--- config.mk ---
export PLATFORM = sky130hd
export DESIGN_NAME = half_div_ctrl
export DESIGN_NICKNAME = d
export VERILOG_FILES = /design/src/rtl/half_div_ctrl.sv
export SDC_FILE = /design/constraint.sdc
export NUM_CORES = 1
export LEC_CHECK = 0
export ABC_AREA = 0
export BUFFER_PORTS_ARGS = -buffer_cell sky130_fd_sc_hd__buf_2
export CAP_MARGIN = 20
export CORE_MARGIN = 5
export CORE_UTILIZATION = 49
export CTS_BUF_LIST = sky130_fd_sc_hd__clkbuf_4
export DETAILED_ROUTE_END_ITERATION = 12
export PLACE_DENSITY = 0.76
export SLEW_MARGIN = 10
export SYNTH_ARGS = -nofsm -noshare
export SYNTH_HDL_FRONTEND = slang
export SYNTH_SLANG_ARGS = --single-unit
export TNS_END_PERCENT = 50
--- constraint.sdc ---
create_clock -name clk -period 1.6 [get_ports clk]
set_clock_uncertainty 0.05 [all_clocks]
set_input_delay 0.24 -clock clk [delete_from_list [all_inputs] [get_ports clk]]
set_output_delay 0.24 -clock clk [all_outputs]
set_load 0.005 [all_outputs]
--- src/rtl/half_div_ctrl.sv ---
// -----------------------------------------------------------------------------
// half_div_ctrl
//   Sequencer/configurator for a half-integer clock divider (ratio in half
//   steps, N2 = 2*ratio, e.g. N2=9 means /4.5). It starts and stops the
//   divider and takes ratio changes over a valid/ready handshake. A change is
//   applied only at a divider period boundary (div_wrap), followed by a
//   forced low gap on div_en, so the divided clock never glitches.
//
// Ports
//   clk        in   system clock, shared with the divider
//   rst        in   synchronous reset, active-high
//   run_en     in   level: 1 = divider should run
//   cfg_valid  in   new ratio offered
//   cfg_n2     in   offered ratio (N2 encoding)
//   cfg_ready  out  ratio accepted on cfg_valid & cfg_ready
//   div_wrap   in   one-cycle pulse from the divider at the end of a period
//   div_en     out  divider enable (registered)
//   div_load   out  one-cycle pulse: divider loads div_n2, clears counters
//   div_n2     out  ratio presented to the divider (valid with div_load)
//   active_n2  out  ratio currently running (DEF_N2 until the first load)
//   busy       out  1 while switching (any state other than IDLE/RUN)
//   cfg_err    out  one-cycle pulse: accepted cfg_n2 < MIN_N2, ignored
//   tmo_err    out  one-cycle pulse: no div_wrap seen within TMO cycles
//   state_dbg  out  current FSM state, for checkers and debug
//
// Handshake: a transfer happens on every rising clk edge where cfg_valid and
// cfg_ready are both 1. cfg_ready depends only on the current state (1 in
// IDLE and RUN), never on cfg_valid. The producer must hold cfg_n2 stable
// while cfg_valid is 1 and cfg_ready is 0.
// -----------------------------------------------------------------------------
module half_div_ctrl #(
    parameter int unsigned W      = 5,
    parameter int unsigned MIN_N2 = 3,
    parameter int unsigned DEF_N2 = 9,
    parameter int unsigned GAP    = 2,
    parameter int unsigned TMO    = 64
) (
    input  logic         clk,
    input  logic         rst,
    input  logic         run_en,
    input  logic         cfg_valid,
    input  logic [W-1:0] cfg_n2,
    output logic         cfg_ready,
    input  logic         div_wrap,
    output logic         div_en,
    output logic         div_load,
    output logic [W-1:0] div_n2,
    output logic [W-1:0] active_n2,
    output logic         busy,
    output logic         cfg_err,
    output logic         tmo_err,
    output logic [2:0]   state_dbg
);

    localparam logic [2:0] S_IDLE = 3'd0;
    localparam logic [2:0] S_LOAD = 3'd1;
    localparam logic [2:0] S_RUN  = 3'd2;
    localparam logic [2:0] S_WAIT = 3'd3;
    localparam logic [2:0] S_GAP  = 3'd4;

    localparam int unsigned TMO_CW = $clog2(TMO + 1);
    localparam int unsigned GAP_CW = $clog2(GAP + 1);

    localparam logic [W-1:0]      MIN_N2_W = W'(MIN_N2);
    localparam logic [W-1:0]      DEF_N2_W = W'(DEF_N2);
    localparam logic [TMO_CW-1:0] TMO_LAST = TMO_CW'(TMO - 1);
    localparam logic [GAP_CW-1:0] GAP_LAST = GAP_CW'(GAP - 1);

    logic [2:0]        state;
    logic [2:0]        state_nxt;
    logic [W-1:0]      shadow;
    logic [W-1:0]      shadow_nxt;
    logic [TMO_CW-1:0] tmo_cnt;
    logic [GAP_CW-1:0] gap_cnt;
    logic              cfg_accept;
    logic              cfg_legal;
    logic              tmo_hit;

    assign cfg_ready = (state == S_IDLE) || (state == S_RUN);
    assign busy      = !cfg_ready;
    assign state_dbg = state;

    always_comb begin
        cfg_accept = cfg_valid && cfg_ready;
        cfg_legal  = (cfg_n2 >= MIN_N2_W);

        shadow_nxt = shadow;
        if (cfg_accept && cfg_legal) begin
            shadow_nxt = cfg_n2;
        end

        state_nxt = state;
        tmo_hit   = 1'b0;
        case (state)
            S_IDLE: begin
                if (run_en) begin
                    state_nxt = S_LOAD;
                end
            end
            S_LOAD: begin
                state_nxt = S_RUN;
            end
            S_RUN: begin
                // div_wrap is ignored here: a wrap on the same cycle as the
                // switch request is not treated as the boundary.
                if (!run_en) begin
                    state_nxt = S_WAIT;
                end else if (cfg_accept && cfg_legal && (cfg_n2 != active_n2)) begin
                    state_nxt = S_WAIT;
                end
            end
            S_WAIT: begin
                // A real boundary wins over a coincident timeout.
                if (div_wrap) begin
                    state_nxt = S_GAP;
                end else if (tmo_cnt == TMO_LAST) begin
                    state_nxt = S_GAP;
                    tmo_hit   = 1'b1;
                end
            end
            S_GAP: begin
                // run_en is only looked at on the last gap cycle.
                if (gap_cnt == GAP_LAST) begin
                    state_nxt = run_en ? S_LOAD : S_IDLE;
                end
            end
            default: begin
                state_nxt = S_IDLE;
            end
        endcase
    end

    always_ff @(posedge clk) begin
        if (rst) begin
            state     <= S_IDLE;
            shadow    <= DEF_N2_W;
            div_en    <= 1'b0;
            div_load  <= 1'b0;
            div_n2    <= DEF_N2_W;
            active_n2 <= DEF_N2_W;
            cfg_err   <= 1'b0;
            tmo_err   <= 1'b0;
            tmo_cnt   <= '0;
            gap_cnt   <= '0;
        end else begin
            state    <= state_nxt;
            shadow   <= shadow_nxt;
            cfg_err  <= cfg_accept && !cfg_legal;
            tmo_err  <= tmo_hit;
            // Outputs are decoded from the next state so they line up with
            // the state they belong to, without a combinational path out.
            div_en   <= (state_nxt == S_RUN) || (state_nxt == S_WAIT);
            div_load <= (state_nxt == S_LOAD);

            // shadow_nxt covers a ratio accepted in IDLE on the same cycle
            // that run_en starts the divider.
            if (state_nxt == S_LOAD) begin
                div_n2 <= shadow_nxt;
            end
            if (state == S_LOAD) begin
                active_n2 <= div_n2;
            end

            if ((state == S_WAIT) && (state_nxt == S_WAIT)) begin
                if (tmo_cnt != TMO_LAST) begin
                    tmo_cnt <= tmo_cnt + 1'b1;
                end
            end else begin
                tmo_cnt <= '0;
            end

            if ((state == S_GAP) && (state_nxt == S_GAP)) begin
                if (gap_cnt != GAP_LAST) begin
                    gap_cnt <= gap_cnt + 1'b1;
                end
            end else begin
                gap_cnt <= '0;
            end
        end
    end

endmodule

# Word-level counts from Yosys, hierarchy flattened
# Index checks and enable logic that the tools add are counted.
# totals
regBits	31
elab_cells	53
# op_classes
n_addsub	2
magnitude_cmp	1
n_eq_ne	13
n_mux	10
bitwise_logic	3
reduce_logical	14
# op_table
cell	count
3-bit two-way mux	6
3-bit case mux with 5 select lines	1
3-bit by 2-bit == test with 1-bit output, second input constant	4
7-bit by 1-bit adder with 7-bit output, second input constant	1
7-bit by 6-bit == test with 1-bit output, second input constant	1
7-bit by 6-bit inequality test with 1-bit output, second input constant	1
3-bit by 1-bit == test with 1-bit output, second input constant	2
3-bit == test, second input constant	2
1-bit logical AND	6
5-bit by 2-bit greater-or-equal comparator with 1-bit output, second input constant	1
5-bit two-way mux	1
5-bit inequality test	1
2-bit OR reduction	2
3-bit zero test	1
1-bit NOT	3
3-bit OR reduction	1
2-bit by 1-bit adder with 2-bit output, second input constant	1
2-bit by 1-bit == test with 1-bit output, second input constant	1
1-bit zero test	2
1-bit logical OR	2
1-bit two-way mux	2
2-bit by 1-bit inequality test with 1-bit output, second input constant	1

# Depth between registers and ports, before layout
# Gate-level depths: netlist of the first run.
# depth
ltp_word	12
ltp_mapped	7
ltp_nobuf	6

# Worst setup path before layout of the first run
# OpenSTA, ideal clock, no wires.
# synth_timing
kind	register -> register
startpoint	register state[2] (netlist: state_dbg[2])
endpoint	register tmo_cnt[3]
arrival_time_ps	1471
required_ps	1486
slack_ps	15
path_stages_with_launch	6
path_buffers	1
period_less_slack_ps	1585
path_cell_list	dfxtp_1 nand2b_2 or4b_1 buf_2 or2_4 nor2_1
# synth_between
elab_chain_len	12
# synth_lines
element	line_no	text
start: declaration	69	logic [2:0] state;
start signal: assignment	146	state <= state_nxt;
3-bit by 2-bit == test with 1-bit output or 3-bit zero test (tied branches)	79, 94	
1-bit logical OR	79	assign cfg_ready = (state == S_IDLE) || (state == S_RUN);
1-bit logical AND	84	cfg_accept = cfg_valid && cfg_ready;
1-bit logical AND (2 in series)	108	end else if (cfg_accept && cfg_legal && (cfg_n2 != active_n2)) begin
3-bit two-way mux	108	
3-bit two-way mux	106	if (!run_en) begin
3-bit case mux with 5 select lines	94	case (state)
3-bit by 2-bit == test with 1-bit output	164	if ((state == S_WAIT) && (state_nxt == S_WAIT)) begin
1-bit logical AND *	164	
1-bit NOT (no line) *	n/a	
2-bit OR reduction (no line) *	n/a	
end signal: assignment	166	tmo_cnt <= tmo_cnt + 1'b1;
end: declaration	73	logic [TMO_CW-1:0] tmo_cnt;
# Mark *: on every way between the ends. The rest lies on a longest branch, timed or not.
# A chain may end at the register's enable or synchronous reset.

# Worst setup path after layout of the first run
# layout_timing
startpoint	register state[0] (netlist: state_dbg[0])
endpoint	register tmo_cnt[3]
# The elaborated chain is that of the path after synthesis.

==> run metrics, run 1 <==
WL/cell=between 10 and 15 µm; routability cong.=between 0.8 and 0.9; register bit total from synthesis=31; nets@finish=181; I/O Pins=29; port bufs=28; Initial Util=~50%; crit end category=register; diode count=0; max_slew headroom=between 70 and 80%; post-route ant nets=0; Setup violations, final=0; syn_area_per_cell=9.468 µm²; yosys warns=0; Via density=about 5; die area=~0.0035 mm²; CTS max path bufs=2; TNS Setup=0 ps; final hold viol count=0; met1 WL=~1.2 mm; fmax=roughly 660 MHz; total of max-cap violations=0; first-pass GRT wire length=between 4 and 5 mm; hold_buf cts=0; CTS tree=done; die height=~60 µm; worst slew pin tran=372.2 ps; PostCTS Resize Cnt=0; drt drc=0; post-route clock period utilization=a little over nine tenths; Cell variety after synth=31; fill count=~210; ratio of cells with drive above 1 in the final layout=between 30% and 40%; DIE WIDTH=~60 µm; Syn-to-layout area delta=26.12%; slowest cell on the critical path=or4b_1; r2r worst-path depth=4; Tot GR Track Use=about 17%; Setup CP Type=reg2reg; Worst setup endpoint=tmo_cnt[3]; Hold WC Path Type=in2reg; total power divided by cell area=around 1000 mW/mm²; hpwl dp=1.977 mm; leak pwr=0.6609 nW; worst r2r dst=tmo_cnt[3]; CP arrival=~1700 ps; sequential fraction of the synthesis area=51.61%; most common cell after layout, fill and taps aside=dfxtp_1; initial antenna violation count=0; critical path's largest stage delay=a little under 500 ps; CP Cell Sequence=nand2b_2 -> or4b_1 -> or2_4 -> nor2_1; top-area cell type share of the netlist area=51.61%; Worst R2R Setup Slack=between 80 and 90 ps; maximum VDD drop=0.6151 mV; DR iter-0 viols=13; post-CTS setup buffers=0; ranking of synthesized cells by area=dfxtp_1 52%, nor2_1 6.2%, xor2_1 3.6%; RSZ-0062 raised after global routing=false; vias in the first global route=1,038; Rows=18; outcome=complete, no violations; met2 WL=approximately 1.3 mm; Clock Pin Slew Worst Setup and Hold Paths=~100 ps; hold slack=between 150 and 200 ps; Root Driver=clkbuf_4; top sig layer=met4; GRT overflow=0; mapped cell area=0.001202 mm²; minimum clock period=1517 ps; startpoint types=register; Synth area leader=dfxtp_1; Final Max Slew Viols=0; worst skew pair latency=about 320 ps; crit path from=state_dbg[0]; pin count of the biggest net entering global routing=22; most frequent cells in the layout=30 x dfxtp_1, 28 x buf_2, 20 x nor2_1; R2R Path Start=state_dbg[0]; via count=roughly 1,000; Worst Path Max Fanout=6; Max H-tree Level=2; clk sinks=31; DR WL met3=roughly 180 µm; Post-Synthesis Cells=127; WL final=about 2.7 mm; Pre-antenna DRT Iters=4; CTS Buf Count=5; worst path required time=between 1500 and 2000 ps; syn nets=between 100 and 150; core outline area=about 0.0024 mm²
[worst min-delay path by stage]
stage                    start          to  slack, ps  depth (start not counted)
floorplan                  rst    div_load        300                          1
global placement    gap_cnt[0]  gap_cnt[0]        360                          1
detailed placement  gap_cnt[0]  gap_cnt[0]        370                          1
CTS                  cfg_n2[1]   shadow[1]        150                          3
global route         cfg_n2[1]   shadow[1]        160                          3
finish               cfg_n2[1]   shadow[1]        170                          3
[final cells by class]
class	count	area (µm²)	area share [%]
sequential	31	621.8	41.01
multi-input combinational	88	566.8	37.38
timing repair buffer	39	222.7	14.69
clock buffer	6	45.04	2.970
tap	30	37.54	2.475
inverter	4	15.01	0.9901
clock inverter	2	7.507	0.4951
[Yosys cell counts]
master	n
a2111o_1	1
a2111oi_0	1
a211o_1	3
a211oi_1	3
a21oi_1	5
a22oi_1	1
and3_1	2
buf_2	1
clkbuf_1	3
dfxtp_1	31
ha_1	2
inv_1	4
mux2i_1	4
nand2_1	7
nand2b_1	4
nand2b_2	1
nand3_1	3
nand4b_1	1
nor2_1	20
nor2b_1	3
nor3_1	5
nor3b_1	2
nor4_1	1
o21a_1	2
o21ai_0	4
o31ai_1	1
or2_4	1
or4_1	1
or4b_1	1
xnor2_1	4
xor2_1	5
[layer usage]
metal | vias to the layer above | global-route usage (%)
met4 | 0 | 7.595
met5 | - | 0
met3 | 2 | 5.664
met2 | 28 | 27.77
li1 | 522 | -
met1 | 476 | 19.76
[report_power, final]
group / internal, mW / switching [mW]
logic: 0.146 / 0.144
clock network: 0.179 / 0.249
registers: 0.823 / 0.0407
total: 1.15 / 0.434
[state kept, by name (all words and copies together), names as in the netlist]
name,flops
tmo_cnt,7
gap_cnt,2
div_n2,5
div_en,1
div_load,1
shadow,5
active_n2,5
tmo_err,1
cfg_err,1
state_dbg,3
[critical path: cells and delay by family (launching register included)]
kind	cells	cell delay, ps
and+or+nand+nor	4	950
DFF	1	460
[cells by family (layout without fill, tap and decap cells)]
kind of cell / Yosys count / after routing / synth area share, %
buffers and inverters: 8 / 51 / 2.601
multiplexers: 4 / 4 / 3.330
XOR/XNOR: 9 / 9 / 6.555
flip-flops: 31 / 31 / 51.61
AND/OR/NAND/NOR: 52 / 52 / 21.85
adder cells (fa/ha/maj): 2 / 2 / 2.081
AO/OA/AOI/OAI: 21 / 21 / 11.97
[per-stage QoR]
stage / utilization [%] / power, mW / setup WS, ps / std cells / instance area [µm²]
after floorplan: - / 1.018 / 15.43 / 127 / 1202
after global placement: 60.02 / 1.156 / 97.99 / 192 / 1446
after detailed placement: 60.02 / 1.165 / 0.1869 / 192 / 1446
after CTS: 62.20 / 1.595 / 20.83 / 200 / 1499
after global routing: 62.93 / 1.667 / 8.922 / 200 / 1516
final: 62.93 / 1.583 / 82.95 / 200 / 1516
(Power assumes the default switching activity.)
==> inputs of run 2 (changes only) <==
Settings changed: MAX_ROUTING_LAYER from default to met4.
==> run metrics, run 2 (synthesis gave the netlist of run 1 again) <==
outcome=complete, no violations (unchanged); CTS Buf Count=5 (unchanged); CTS tree=done (unchanged); TNS Setup=0 ps (unchanged); total of max-cap violations=0 (unchanged); most common cell after layout, fill and taps aside=dfxtp_1 (unchanged); worst slew pin tran=361.9 ps (was 372.2 ps); cell total after placement=192 (unchanged); max FFs per register=7 (unchanged); leak pwr=0.6609 nW (unchanged); port bufs=28 (unchanged); Worst Path Max Fanout=6 (unchanged); worst skew pair latency=330 ps (was 320 ps); max_slew headroom=75.62% (was 74.92%); Max H-tree Level=2 (unchanged); crit path from=state_dbg[0] (unchanged); Initial Util=49.90% (unchanged); clk sinks=31 (unchanged); GRT Max-Usage Layer=met2 (unchanged); via count=1,033 (was 1,028); Rows=18 (unchanged); Hold Path Origin=cfg_n2[1] (unchanged); most frequent cells in the layout=30 x dfxtp_1, 28 x buf_2, 20 x nor2_1 (unchanged); Tot GR Track Use=17.22% (was 16.87%); vias in the first global route=1,043 (was 1,038); nets@finish=181 (unchanged); GR Layer Usage met1=19.89% (was 19.76%); routability cong.=0.8316 (was 0.8193); die height=59.54 µm (unchanged); pin count of the biggest net entering global routing=22 (unchanged); Hold WC Path Type=in2reg (unchanged); worst path required time=1810 ps (about the same); WL final=2.682 mm (was 2.685 mm); maximum VDD drop=0.6151 mV (about the same); hold_buf cts=0 (unchanged); Setup violations, final=0 (unchanged); crit end category=register (unchanged); initial antenna violation count=0 (unchanged); startpoint types=register (unchanged); drt drc=0 (unchanged); final hold viol count=0 (unchanged); Final Max Slew Viols=0 (unchanged); core outline area=0.002410 mm² (unchanged); minimum clock period=1516 ps (was 1517 ps); Setup CP Type=reg2reg (unchanged); die area=0.003544 mm² (unchanged); R2R Path Start=state_dbg[0] (unchanged); Syn-to-layout area delta=26.12% (unchanged); DIE WIDTH=59.54 µm (unchanged); GR Util met3=4.139% (was 5.664%); RSZ-0062 raised after global routing=false (unchanged); WL/cell=13.41 µm (was 13.43 µm); Via density=5.165 (was 5.140); ratio of cells with drive above 1 in the final layout=30.00% (unchanged); diode count=0 (unchanged); Root Driver=clkbuf_4 (unchanged); hpwl dp=1.977 mm (unchanged); Pre-antenna DRT Iters=4 (unchanged); DR iter-0 viols=13 (unchanged); CP arrival=1730 ps (was 1720 ps); total power divided by cell area=1046 mW/mm² (was 1044 mW/mm²); I/O Pins=29 (unchanged); post-route clock period utilization=94.76% (was 94.82%); M2 GR Usage=27.77% (unchanged); CTS max path bufs=2 (unchanged); fin cells=200 (unchanged); post-route ant nets=0 (unchanged); first-pass GRT wire length=4.457 mm (was 4.464 mm); Clock Pin Slew Worst Setup and Hold Paths=100 ps (about the same); Reg with most FFs=tmo_cnt (unchanged); fill count=213 (unchanged); fmax=659.6 MHz (was 659.2 MHz); GRT overflow=0 (unchanged)
==> run 2: critical path, cell delays in order, from the launching register on <==
cell	delay (ps)
dfxtp_1	460
nand2b_2	80
or4b_1	490
or2_4	270
nor2_1	110
==> run 2: layout make-up <==
class | count | area (µm²) | share of cell area (%)
Sequential cell | 31 | 621.8 | 41.01
Multi-Input combinational cell | 88 | 566.8 | 37.38
Timing Repair Buffer | 39 | 222.7 | 14.69
Clock buffer | 6 | 45.04 | 2.970
Tap cell | 30 | 37.54 | 2.475
Inverter | 4 | 15.01 | 0.9901
Clock inverter | 2 | 7.507 | 0.4951
==> run 2: what timing repair did <==
item,CTS,global route
setup buffers,0,0
gates resized for setup,0,5
setup endpoints to repair,0,6
==> run 2: per-stage QoR <==
stage	power (mW)	hold WS [ps]	setup slack, ps	util [%]	area, µm²
6_report	1.586	159.2	83.90	62.93	1516
5_1_grt	1.663	170.6	8.921	62.93	1516
4_1_cts	1.595	153.1	20.83	62.20	1499
3_5_place_dp	1.165	367.3	0.1869	60.02	1446
3_3_place_gp	1.156	358.3	97.99	60.02	1446
2_1_floorplan	1.018	295.5	15.43	-	1202
==> run 2: path summary, 6_finish.rpt <==
kind | to | slack (ps) | depth (start not counted)
setup / recovery | tmo_cnt[3] | 80 | 4
setup reg to reg | tmo_cnt[3] | 80 | 4
hold reg to reg | gap_cnt[0] | 370 | 1
hold / removal | shadow[1] | 160 | 3
==> run 2: metal layers <==
metal	vias to the layer above	routed length, µm
met4	0	62
met1	474	1191
met2	28	1254
li1	523	-
met5	-	0
met3	8	173
==> run 2: power by group <==
part	switching (mW)	leakage, nW	internal (mW)	total [mW]
registers	0.0410	0.253	0.823	0.864
logic	0.144	0.377	0.146	0.289
clock network	0.253	0.0307	0.179	0.432
